--- config.mk ---
export PLATFORM = sky130hd
export DESIGN_NAME = fetch_queue
export DESIGN_NICKNAME = d
export VERILOG_FILES = /design/src/rtl/fq_defs.sv /design/src/rtl/fq_ring.sv /design/src/rtl/fetch_queue.sv
export SDC_FILE = /design/constraint.sdc
export NUM_CORES = 1
export LEC_CHECK = 0
export ABC_AREA = 0
export CORE_MARGIN = 2
export CORE_UTILIZATION = 50
export CTS_CLUSTER_DIAMETER = 80
export DETAILED_ROUTE_END_ITERATION = 8
export DONT_BUFFER_PORTS = 1
export PLACE_DENSITY_LB_ADDON = 0.25
export SETUP_SLACK_MARGIN = 0.4
export SYNTH_ARGS = -nofsm -noshare
export SYNTH_HDL_FRONTEND = slang
export SYNTH_SLANG_ARGS = --single-unit
export TNS_END_PERCENT = 1
--- constraint.sdc ---
create_clock -name clk -period 6.5 [get_ports clk]
set_input_delay 0.65 -clock clk [delete_from_list [all_inputs] [get_ports clk]]
set_output_delay 0.65 -clock clk [all_outputs]
set_load 0.005 [all_outputs]
--- src/rtl/fq_defs.sv ---
// Shared entry layout, defaults and helpers for the fetch queue.
// Entry packing (LSB first): instruction, fetch PC, post-redirect jump marker.
package fq_defs;

    localparam int ADDR_W_DEF  = 16;
    localparam int INSTR_W_DEF = 16;
    localparam logic [15:0] NOP_INSTR_DEF = 16'h0000;

    localparam int INSTR_LSB = 0;

    function automatic int pc_lsb(input int instr_w);
        return instr_w;
    endfunction

    function automatic int jump_bit(input int instr_w, input int addr_w);
        return instr_w + addr_w;
    endfunction

    function automatic int entry_w(input int instr_w, input int addr_w);
        return instr_w + addr_w + 1;
    endfunction

    function automatic int clog2(input int v);
        int r;
        r = 0;
        for (int i = 0; i < 32; i++) begin
            if ((1 << r) < v) r = r + 1;
        end
        return r;
    endfunction

endpackage

--- src/rtl/fq_ring.sv ---
// DEPTH x W circular buffer with flush; pointers wrap mod DEPTH (any DEPTH >= 2).
// Latency: a pushed word is visible on rdat the cycle after the push.
// Backpressure: caller must not push when full unless it pops in the same cycle.
module fq_ring
    import fq_defs::*;
#(
    parameter int DEPTH = 4,
    parameter int W     = 33
) (
    input  logic                          clk,
    input  logic                          rst,
    input  logic                          push,
    input  logic                          pop,
    input  logic                          flush,
    input  logic [W-1:0]                  wdat,
    output logic [W-1:0]                  rdat,
    output logic [clog2(DEPTH+1)-1:0]     count,
    output logic                          empty,
    output logic                          full
);

    localparam int PTR_W = clog2(DEPTH);
    localparam int CNT_W = clog2(DEPTH + 1);

    logic [W-1:0]     mem [DEPTH];
    logic [PTR_W-1:0] wr_ptr;
    logic [PTR_W-1:0] rd_ptr;

    function automatic logic [PTR_W-1:0] nxt(input logic [PTR_W-1:0] p);
        return (p == PTR_W'(DEPTH - 1)) ? '0 : p + 1'b1;
    endfunction

    always_ff @(posedge clk) begin
        if (!rst || flush) begin
            wr_ptr <= '0;
            rd_ptr <= '0;
            count  <= '0;
        end else begin
            if (push) wr_ptr <= nxt(wr_ptr);
            if (pop)  rd_ptr <= nxt(rd_ptr);
            case ({push, pop})
                2'b10:   count <= count + 1'b1;
                2'b01:   count <= count - 1'b1;
                default: count <= count;
            endcase
        end
    end

    // Storage carries no reset; validity is tracked by count alone.
    always_ff @(posedge clk) begin
        if (rst && !flush && push) mem[wr_ptr] <= wdat;
    end

    assign rdat  = mem[rd_ptr];
    assign empty = (count == '0);
    assign full  = (count == CNT_W'(DEPTH));

endmodule

--- src/rtl/fetch_queue.sv ---
// Decoupled instruction fetch: PC generation, I-cache handshake, DEPTH-entry prefetch queue.
// Latency: a hit is presented to decode the following cycle (no empty-queue bypass).
// Backpressure: stall holds the head; fetch continues until full, or when full and popping.
module fetch_queue
    import fq_defs::*;
#(
    parameter int                   ADDR_W    = ADDR_W_DEF,
    parameter int                   INSTR_W   = INSTR_W_DEF,
    parameter int                   DEPTH     = 4,
    parameter int                   PC_INC    = 1,
    parameter logic [ADDR_W-1:0]    RESET_PC  = '0,
    parameter logic [INSTR_W-1:0]   NOP_INSTR = INSTR_W'(NOP_INSTR_DEF)
) (
    input  logic                          clk,
    input  logic                          rst,
    output logic [ADDR_W-1:0]             i_addr,
    output logic                          i_re,
    input  logic                          i_hit,
    input  logic [INSTR_W-1:0]            instr,
    input  logic                          redirect,
    input  logic [ADDR_W-1:0]             redirect_pc,
    input  logic                          stall,
    output logic                          id_valid,
    output logic [INSTR_W-1:0]            id_instr,
    output logic [ADDR_W-1:0]             id_pc,
    output logic                          id_jump,
    output logic [clog2(DEPTH+1)-1:0]     count
);

    localparam int ENTRY_W = entry_w(INSTR_W, ADDR_W);
    localparam int PC_LSB  = pc_lsb(INSTR_W);
    localparam int JMP_BIT = jump_bit(INSTR_W, ADDR_W);

    logic [ADDR_W-1:0]  fetch_pc;
    logic               jmark;
    logic               push;
    logic               pop;
    logic               q_empty;
    logic               q_full;
    logic [ENTRY_W-1:0] wr_dat;
    logic [ENTRY_W-1:0] rd_dat;

    // A full queue may still fetch when the head leaves this same cycle.
    assign pop    = id_valid & ~stall & ~redirect;
    assign i_re   = ~redirect & (~q_full | pop);
    assign push   = i_re & i_hit;
    assign i_addr = fetch_pc;
    assign wr_dat = {jmark, fetch_pc, instr};

    always_ff @(posedge clk) begin
        if (!rst) begin
            fetch_pc <= RESET_PC;
            jmark    <= 1'b0;
        end else if (redirect) begin
            fetch_pc <= redirect_pc;
            jmark    <= 1'b1;
        end else if (push) begin
            fetch_pc <= fetch_pc + ADDR_W'(PC_INC);
            jmark    <= 1'b0;
        end
    end

    fq_ring #(
        .DEPTH (DEPTH),
        .W     (ENTRY_W)
    ) u_ring (
        .clk   (clk),
        .rst   (rst),
        .push  (push),
        .pop   (pop),
        .flush (redirect),
        .wdat  (wr_dat),
        .rdat  (rd_dat),
        .count (count),
        .empty (q_empty),
        .full  (q_full)
    );

    assign id_valid = ~q_empty;
    assign id_instr = q_empty ? NOP_INSTR : rd_dat[INSTR_LSB +: INSTR_W];
    assign id_pc    = q_empty ? '0        : rd_dat[PC_LSB +: ADDR_W];
    assign id_jump  = ~q_empty & rd_dat[JMP_BIT];

endmodule

## After elaboration in Yosys (flattened, before gate mapping)

Memories as Yosys holds them, arrays and structs flattened. A register that Yosys moved wholly into a read port is not among the register bits.
Index checks and enable logic that the tools add are counted.

| cells by class | value |
|---|---|
| shifts and indexed selects | 0 |
| bitwise gates (word level) | 10 |
| $mul | 0 |
| reduce and logical (&&, ||, !) cells | 8 |
| divide/modulo/power cells | 0 |
| equal/unequal tests | 5 |
| $add $sub $neg | 5 |
| mux-type cells | 13 |
| magnitude comparators | 0 |

Operators by type and width:

| cell | count |
|---|---|
| $mux W16 | 4 |
| $add A16 B1 Y16 const B | 1 |
| $mux W2 | 4 |
| $eq A2 B2 Y1 const B | 3 |
| $pmux W3 S2 | 1 |
| $and A1 B1 Y1 | 5 |
| $add A2 B1 Y2 const B | 2 |
| $mux W1 | 4 |
| $not A1 Y1 | 4 |
| $reduce_bool A2 Y1 | 2 |
| $add A3 B1 Y3 const B | 1 |
| $eq A3 B3 Y1 const B | 1 |
| $logic_not A3 Y1 | 1 |
| $sub A3 B1 Y3 const B | 1 |
| $eq A2 B1 Y1 const B | 1 |
| $logic_and A1 B1 Y1 | 2 |
| $logic_not A1 Y1 | 2 |
| $logic_or A1 B1 Y1 | 1 |
| $or A1 B1 Y1 | 1 |

| word-level totals | value |
|---|---|
| latch bits | 0 |
| bits of input ports | 37 |
| ROM bits | 0 |
| output and inout bits | 54 |
| bits in registers | 24 |
| RAM bits | 132 |
| memories | 1 |
| word-level logic and storage cells | 47 |

Memory list:

| name | words | bits a word | rd ports | clocked after memory_dff | wr ports | line | RTL |
|---|---|---|---|---|---|---|---|
| u_ring.mem | 4 | 33 | 1 | 1 | 1 | fq_ring.sv:25 | `logic [W-1:0] mem [DEPTH];` |

## Longest topological paths before layout

Gate-level depths: netlist of run 1.

| logic depth | value |
|---|---|
| word-level depth | 10 |
| mapped depth | 10 |
| depth with buffers taken out | 9 |

## Hierarchy

Synthesis of run 1 repeated with hierarchy kept, for this count alone.

| second synthesis, totals | value |
|---|---|
| cells, all modules | 374 |
| area, all modules | 6496.2 sq um |

Modules (own cells, without submodules):

| module | cells each | times used | area each (sq um) | seq. area each (sq um) |
|---|---|---|---|---|
| fq_ring | 223 | 1 | 5268.8 | 4144.0 |
| fetch_queue | 151 | 1 | 1227.4 | 340.3 |

## Worst setup path after synthesis of run 1

OpenSTA, ideal clock, no wires.

| timing path | value |
|---|---|
| kind | input -> register |
| from | in redirect |
| to | reg u_ring.count[2] |
| slack | 4.002 ns |
| stages | 10 |
| buffers on the path | 2 |
| data required time | 6.429 ns |
| arrival time | 2.428 ns |
| library setup time | 0.071 ns |
| path through | clkbuf_1 > inv_1 > clkbuf_1 > nand2_1 > ha_1 > inv_1 > fa_1 > xor2_1 > or3_1 > a21oi_1 |

| between the ends | value |
|---|---|
| word-level cells in the longest chain between the ends | 7 |
| elaborated cells on any way between the ends | 10 |
| classes of those cells | eq/ne: 2; mux: 1; bitwise: 5; reduce/logical: 2 |

RTL lines:

| what | line | RTL |
|---|---|---|
| start: declaration | fetch_queue.sv:20 | `input logic redirect,` |
| $not A1 Y1 | fetch_queue.sv:44, fetch_queue.sv:45 |  |
| $and A1 B1 Y1 | fetch_queue.sv:44 | `assign pop = id_valid & ~stall & ~redirect;` |
| $or A1 B1 Y1 | fetch_queue.sv:45 | `assign i_re = ~redirect & (~q_full \| pop);` |
| $and A1 B1 Y1 | fetch_queue.sv:45 |  |
| $and A1 B1 Y1 | fetch_queue.sv:46 | `assign push = i_re & i_hit;` |
| $eq A2 B1 Y1 / $eq A2 B2 Y1 (equally long branches) | fq_ring.sv:41 | `case ({push, pop})` |
| $pmux W3 S2 / $reduce_bool A2 Y1 (equally long branches) | -- |  |
| end signal: assignment | fq_ring.sv:42 | `2'b10: count <= count + 1'b1;` |
| end signal: assignment | fq_ring.sv:43 | `2'b01: count <= count - 1'b1;` |
| end signal: assignment | fq_ring.sv:44 | `default: count <= count;` |
| end: declaration | fq_ring.sv:17 | `output logic [clog2(DEPTH+1)-1:0] count,` |

Several ways; a longest one is shown, not always the timed one.
A chain may end at the register's enable or synchronous reset.

==> key figures, run 1 <==
Status
  • Status: finished clean

Clocking
  • H-tree levels: 4
  • Clock buffer depth: 2
  • Latest clock arrival within the worst-skew pair: 420 ps
  • CTS Sinks: 158
  • CTS Hold Bufs: 0
  • Setup Fix Bufs, Post-CTS: 0
  • Clock Root Buffer: clkbuf_16
  • CTS tree: yes
  • CTS resizes: 0
  • Num CTS Buffers: 17
  • Clk slew on worst S/H paths: 60 ps

Global routing
  • Vias in the first global route: 3276
  • Global-route wire length before repair: 18490 µm
  • Initial antenna violation count: 0
  • Largest net degree at the start of global routing: 35
  • GRT Residual Overflow: 0
  • GRT Total Usage: 18.01%

Logic synthesis
  • Ys async rst share: 0%
  • Sequential cell area fraction in the yosys report: 69.81%
  • Gate Count Post-Synth: 379
  • Most used DFF post-synth: edfxtp_1
  • Syn avg cell area: 16.95 µm²
  • Flop and latch count out of synthesis: 158
  • Number of synthesized flops with an enable pin: 132
  • Synthesized area: 0.006424 mm²
  • Synth unique cells: 36
  • Ys Warns: 0
  • Post-Syn Nets: 424

Layout
  • Layout cells sized above 1: 18.53%
  • Antenna cells: 0
  • Non-filler cells, final: 566
  • Nets: 426
  • Fillcell total: 961
  • Area growth, synth to finish: 11.24%

Die
  • Row cnt: 41
  • Die ar.: 0.01377 mm²
  • Ports: 91
  • Die Wd: 117.3 µm
  • Die height: 117.3 µm
  • Initial Utilization: 51.11%
  • Core ar.: 0.01257 mm²

Power and ir drop
  • Peak VDD IR: 0.1368 mV
  • Total power: 2.142 mW
  • Pwr dens: 299.7 mW/mm²
  • Leakage: 2.227 nW

Place
  • Post-Place Cells: 534
  • Port Buffers: 0
  • Post-detail-place hpwl: 6975 µm
  • RD Place Congestion: 0.7782

Detailed routing
  • Avg Vias per Cell: 5.723
  • DRC Markers: 0
  • Vias: 3239
  • Post-Route WL: 11750 µm
  • Iteration count of the initial detailed-routing pass: 4
  • Wire length per cell: 20.75 µm
  • DRT antenna net count: 0
  • DRT iter0 DRCs: 259

STA
  • Slew Viols, Final: 0
  • RSZ-0062 raised after global routing: no
  • Final count of negative-setup-slack endpoints: 0
  • Minimum clock period: 2694 ps
  • Final Hold Violating Endpoints: 0
  • Crit share post-route: 41.45%
  • Worst hold slack: 330.4 ps
  • Max Freq: 371.1 MHz
  • Worst-Margin Slew: 929.7 ps
  • Setup_tns: 0 ps
  • Worst relative slew slack: 38.02%
  • Clock Skew: 7.326 ps

Worst setup path
  • Crit. End Element: primary output
  • Crit Path Max Fanout: 33
  • WP data required: 5850 ps
  • Crit Path Category: register to primary output
  • Critical path data arrival time: 2040 ps
  • Setup crit start kind: register
  • Flop2flop setup slack: 4060 ps

Flow run
  • Max-cap viol count: 0

Hold path
  • Worst min path class: input port to register
==> kinds of logic after synthesis <==
| group | count (synthesis) | synth area share [%] |
|---|---|---|
| compound gates | 36 | 3.234 |
| xor+xnor | 12 | 1.636 |
| fa+ha+maj | 8 | 1.675 |
| buf+inv | 27 | 1.773 |
| flops | 158 | 69.81 |
| mux | 35 | 11.88 |
| simple gates | 103 | 9.992 |
==> final cells by class <==
type | instances | area [µm²] | share of cell area (%)
Clock inverter | 11 | 122.6 | 1.716
Clock buffer | 21 | 440.4 | 6.164
Sequential cell | 158 | 4487 | 62.79
Timing Repair Buffer | 2 | 15.01 | 0.2101
Multi-Input combinational cell | 194 | 1836 | 25.69
Tap cell | 172 | 215.2 | 3.012
Inverter | 8 | 30.03 | 0.4202
==> layout by cell type, fill, tap and decap left out, types with 5 or more instances in the layout <==
cell type / n
clkinv_1: 6
o21ai_0: 14
xnor2_1: 9
nand4_1: 5
nor2b_1: 36
dfxtp_1: 24
inv_1: 8
ha_1: 7
nor2_1: 11
clkbuf_16: 17
mux4_2: 33
a21oi_1: 14
nand3_1: 7
nor3_1: 6
edfxtp_1: 132
nand2_1: 12
==> layer usage <==
metal | share of wire, % | vias to the layer above | track usage (%)
li1 | - | 1478 | -
met1 | 44 | 1655 | 23.23
met2 | 48 | 98 | 27.56
met3 | 6.8 | 8 | 7.198
met4 | 0.97 | 0 | 7.078
met5 | 0 | - | 0
==> critical path, stage by stage, from the launching register on <==
cell     delay [ps]
dfxtp_2         310
buf_4           530
mux4_2          600
nor2b_1         170
==> cell usage after synthesis (2+ instances only) <==
cell type / number / share of area, %
or3_1: 4 / 0.39
nor2b_1: 36 / 3.5
a31oi_1: 2 / 0.19
xnor2_1: 9 / 1.2
ha_1: 7 / 1.4
nand2_1: 12 / 0.70
nor2_1: 11 / 0.64
nor3_1: 7 / 0.55
a21oi_1: 14 / 1.1
mux2i_1: 2 / 0.31
o21ai_0: 14 / 1.1
xor2_1: 3 / 0.41
mux4_2: 33 / 12
and3_1: 6 / 0.58
clkbuf_1: 14 / 0.82
nor4_2: 4 / 0.78
inv_1: 8 / 0.47
buf_2: 4 / 0.31
nand3_1: 7 / 0.55
edfxtp_1: 132 / 62
nand4_1: 5 / 0.49
and4_1: 2 / 0.27
dfxtp_1: 26 / 8.1
o311a_1: 3 / 0.47
nand2b_1: 3 / 0.29
==> registers in the layout, indices dropped and copies added (netlist names), named ones only <==
register,count
u_ring.wr_ptr,2
u_ring.rd_ptr,2
u_ring.mem,132
u_ring.count,3
jmark,1
i_addr,16
==> metrics by stage <==
step | setup WS [ps] | instance area (µm²) | utilization [%]
after floorplan | 4002 | 6424 | -
after global placement | 4067 | 6583 | 52.37
after detailed placement | 3924 | 6583 | 52.37
after CTS | 3713 | 7146 | 56.85
after global routing | 3640 | 7146 | 56.85
final | 3806 | 7146 | 56.85
==> where the power goes <==
part | internal, mW | total, mW | switching [mW] | leakage [nW]
clock network | 0.594 | 0.947 | 0.353 | 0.274
registers | 1.12 | 1.14 | 0.0251 | 1.43
logic | 0.0239 | 0.0528 | 0.0289 | 0.521
==> path summary, 6_finish.rpt <==
path / cells past startpoint / startpoint / to
hold reg to reg: 2 / u_ring.wr_ptr[1] / u_ring.wr_ptr[1]
setup reg to reg: 8 / u_ring.count[0] / u_ring.count[2]
setup / recovery: 3 / register / id_pc[5]
hold / removal: 0 / instr[8] / u_ring.mem[2][8]
No activity file was read; power rests on OpenSTA's default activity.
==> run 2: changes to the inputs <==
--- a/config.mk
+++ b/config.mk
@@ -5,7 +5,7 @@
 export SDC_FILE = /design/constraint.sdc
 export NUM_CORES = 1
 export LEC_CHECK = 0
-export ABC_AREA = 0
+export ABC_AREA = 1
 export CORE_MARGIN = 2
 export CORE_UTILIZATION = 50
 export CTS_CLUSTER_DIAMETER = 80
==> constraint.sdc (replaced) <==
create_clock -name clk -period 2.3 [get_ports clk]
set_input_delay 0.23 -clock clk [delete_from_list [all_inputs] [get_ports clk]]
set_output_delay 0.23 -clock clk [all_outputs]
set_load 0.005 [all_outputs]
==> key figures, run 2 <==
Clocking
  • Num CTS Buffers: 17
  • Latest clock arrival within the worst-skew pair: 430 ps
  • Clock Root Buffer: clkbuf_16
  • H-tree levels: 4
  • CTS Sinks: 158
  • CTS tree: yes
  • Clock buffer depth: 2
  • Clk slew on worst S/H paths: 60 ps

Worst setup path
  • Critical path data arrival time: 2250 ps
  • Crit-path max cell delay: 360 ps
  • Setup crit start kind: register
  • Crit. End Element: register
  • Crit Path Max Fanout: 3
  • FF-to-FF End: u_ring.count[2]
  • Crit path max-delay family: compound AO/OA/AOI/OAI gates
  • FF-to-FF Start: u_ring.count[2]
  • WP buf/inv: 3
  • Flop2flop setup slack: 420 ps
  • R2R cell count: 11
  • Crit Path Category: register to register
  • CP cell instances: inv_1 -> nand2_2 -> nand2_2 -> inv_2 -> ha_2 -> inv_2 -> fa_2 -> a21oi_2 -> o21ai_2 -> a21oi_1 -> o21a_1
  • WP data required: 2670 ps
  • CP max-delay cell: fa_2

Logic synthesis
  • Yosys top cell by area: edfxtp_1
  • Number of synthesized flops with an enable pin: 132
  • Synth cell count leaders: nor2_1 (153), edfxtp_1 (132), nand2_1 (67)
  • Adder-cell share of the synthesized area: 1.608%
  • Post-Syn Nets: 674
  • Syn avg cell area: 10.64 µm²
  • Largest family of logic cells by synthesized area: simple AND/OR/NAND/NOR gates
  • Synth Area in XOR/XNOR: 0.5236%
  • Most frequent cell after synthesis: nor2_1
  • Ys async rst share: 0%
  • Top area cells in the synthesized netlist: edfxtp_1 (59%), nor2_1 (8.6%), dfxtp_1 (7.8%), o21ai_0 (4.7%), nand2_1 (3.8%)
  • Most used DFF post-synth: edfxtp_1
  • Synth unique cells: 36
  • Gate Count Post-Synth: 629
  • Synthesized area: 0.006691 mm²
  • Ys Warns: 0
  • Synth top area share: 59.24%
  • Sequential cell area fraction in the yosys report: 67.02%
  • Synth Area in Compound Gates: 11.14%
  • Area share of and/or/nand/nor cells after synthesis: 15.15%
  • Flop and latch count out of synthesis: 158
  • Multiplexer area fraction after synthesis: 0%

Layout
  • Layout cells sized above 1: 15.14%
  • Final Cell Area: 0.008157 mm²
  • Nets: 719
  • Leading cell types in the layout, fill and taps excluded: nor2_1 (148), edfxtp_1 (132), nand2_1 (64)
  • Area growth, synth to finish: 21.90%
  • Fillcell total: 1025
  • Most common cell after layout, fill and taps aside: nor2_1
  • Antenna cells: 0
  • Layout Utilization: 62.09%
  • Largest reg by FF count: u_ring.mem
  • Max reg flops: 132

STA
  • Minimum clock period: 1883 ps
  • Worst-Margin Slew: 566.9 ps
  • Worst relative slew slack: 62.17%
  • RSZ-0062 raised after global routing: yes
  • Clock Skew: 6.756 ps
  • Crit share post-route: 81.88%
  • Worst hold slack: 23.26 ps
  • Final Hold Violating Endpoints: 0
  • Final count of negative-setup-slack endpoints: 0
  • Setup_tns: 0 ps
  • Slew Viols, Final: 0
  • Max Freq: 531.0 MHz

Global routing
  • Initial antenna violation count: 0
  • Vias in the first global route: 4611
  • Largest net degree at the start of global routing: 49
  • GRT Residual Overflow: 0
  • Global-route wire length before repair: 24250 µm
  • GRT Total Usage: 22.55%

Power and ir drop
  • Sw frac: 20.42%
  • Pwr dens: 796.3 mW/mm²
  • Clock network power share: 46.2%
  • Peak VDD IR: 0.5397 mV
  • Leakage: 2.902 nW
  • Comb power frac: 4.4%
  • Total power: 6.495 mW
  • Internal power: 5.169 mW
  • Sequential share of power: 49.4%
  • Net switching power: 1.326 mW

Detailed routing
  • Avg Vias per Cell: 5.532
  • Post-Route WL: 16280 µm
  • Wire length per cell: 18.86 µm
  • Vias: 4774
  • DRT antenna net count: 0
  • DRC Markers: 0
  • Iteration count of the initial detailed-routing pass: 4
  • DRT iter0 DRCs: 355

Status
  • Status: finished clean

Die
  • Die Wd: 119.7 µm
  • Ports: 91
  • Row cnt: 42
  • Initial Utilization: 50.93%
  • Die ar.: 0.01432 mm²
  • Die height: 119.7 µm
  • Core ar.: 0.01314 mm²

Hold path
  • Worst Hold Depth: 4
  • Worst hold start: redirect
  • Worst min path class: input port to register
  • Worst hold path endpoint: i_addr[11]

Place
  • Placed cell areas: 0.006949 mm²
  • Port Buffers: 0
  • RD Place Congestion: 0.8486
  • Post-detail-place hpwl: 9053 µm

Flow run
  • Max-cap viol count: 0
-- run 2: cells by family (layout without fill, tap and decap cells) --
| logic type | Yosys count | in the layout |
|---|---|---|
| AO/OA/AOI/OAI | 141 | 141 |
| XOR/XNOR | 4 | 4 |
| adder cells (fa/ha/maj) | 8 | 8 |
| buffers and inverters | 68 | 126 |
| flip-flops | 158 | 158 |
| AND/OR/NAND/NOR | 250 | 250 |
-- run 2: what timing repair did --
| item | in CTS | in global routing |
|---|---|---|
| gates resized for setup | 18 | 31 |
| setup buffers | 5 | 5 |
| endpoints found under the hold margin | 74 | 0 |
| pin swaps | 2 | 8 |
| hold buffers | 23 | 0 |
| cloned | 1 | 4 |
| setup endpoints to repair | 76 | 89 |
-- run 2: stage by stage --
stage,instances,worst slack [ps]
after floorplan,629,44.85
after global placement,793,393.8
after detailed placement,793,320.3
after CTS,854,375.4
after global routing,863,335.3
final,863,416.7
-- run 2: worst min-delay path, stage by stage --
cell,delay [ps]
nand2_1,30
o21ai_0,60
nand2_1,50
nand2_1,50
-- run 2: power by group through the flow --
stage	Clock, mW	Sequential (mW)	Combinational (mW)
2_1_floorplan	0	3.25	0.156
3_3_place_gp	0	3.27	0.208
3_5_place_dp	0	3.27	0.214
4_1_cts	3.02	3.21	0.267
5_1_grt	3.14	3.22	0.317
6_report	3.00	3.21	0.284
-- run 2: area by class of cell --
class                      instances  area [µm²]  share of cell area [%]
clock buffer                      20       436.7                   5.354
timing repair inverter             1       7.507                 0.09204
clock inverter                    12       192.7                   2.362
timing repair buffer              54       646.9                   7.931
multi-input combinational        403        1999                   24.51
tap                              176       220.2                   2.700
inverter                          39       157.7                   1.933
sequential                       158        4496                   55.12
-- run 2: worst max path at each step --
stage / start / slack [ps] / cells past startpoint / endpoint
floorplan: u_ring.count[0] / 40 / 7 / u_ring.mem[0][0]
finish: u_ring.count[2] / 420 / 11 / u_ring.count[2]
CTS: register / 380 / 5 / id_jump
detailed placement: u_ring.count[2] / 320 / 11 / u_ring.count[2]
global route: u_ring.count[2] / 340 / 11 / u_ring.count[2]
global placement: u_ring.count[0] / 390 / 11 / u_ring.count[2]
-- run 2: layer usage --
layer | up-vias | track usage (%) | share of wire, % | wire length, µm
met4 | 0 | 9.044 | 1.5 | 252
met1 | 2323 | 27.10 | 42 | 6781
li1 | 2247 | - | - | -
met3 | 24 | 6.749 | 7.2 | 1173
met5 | - | 0 | 0 | 0
met2 | 180 | 38.14 | 50 | 8069
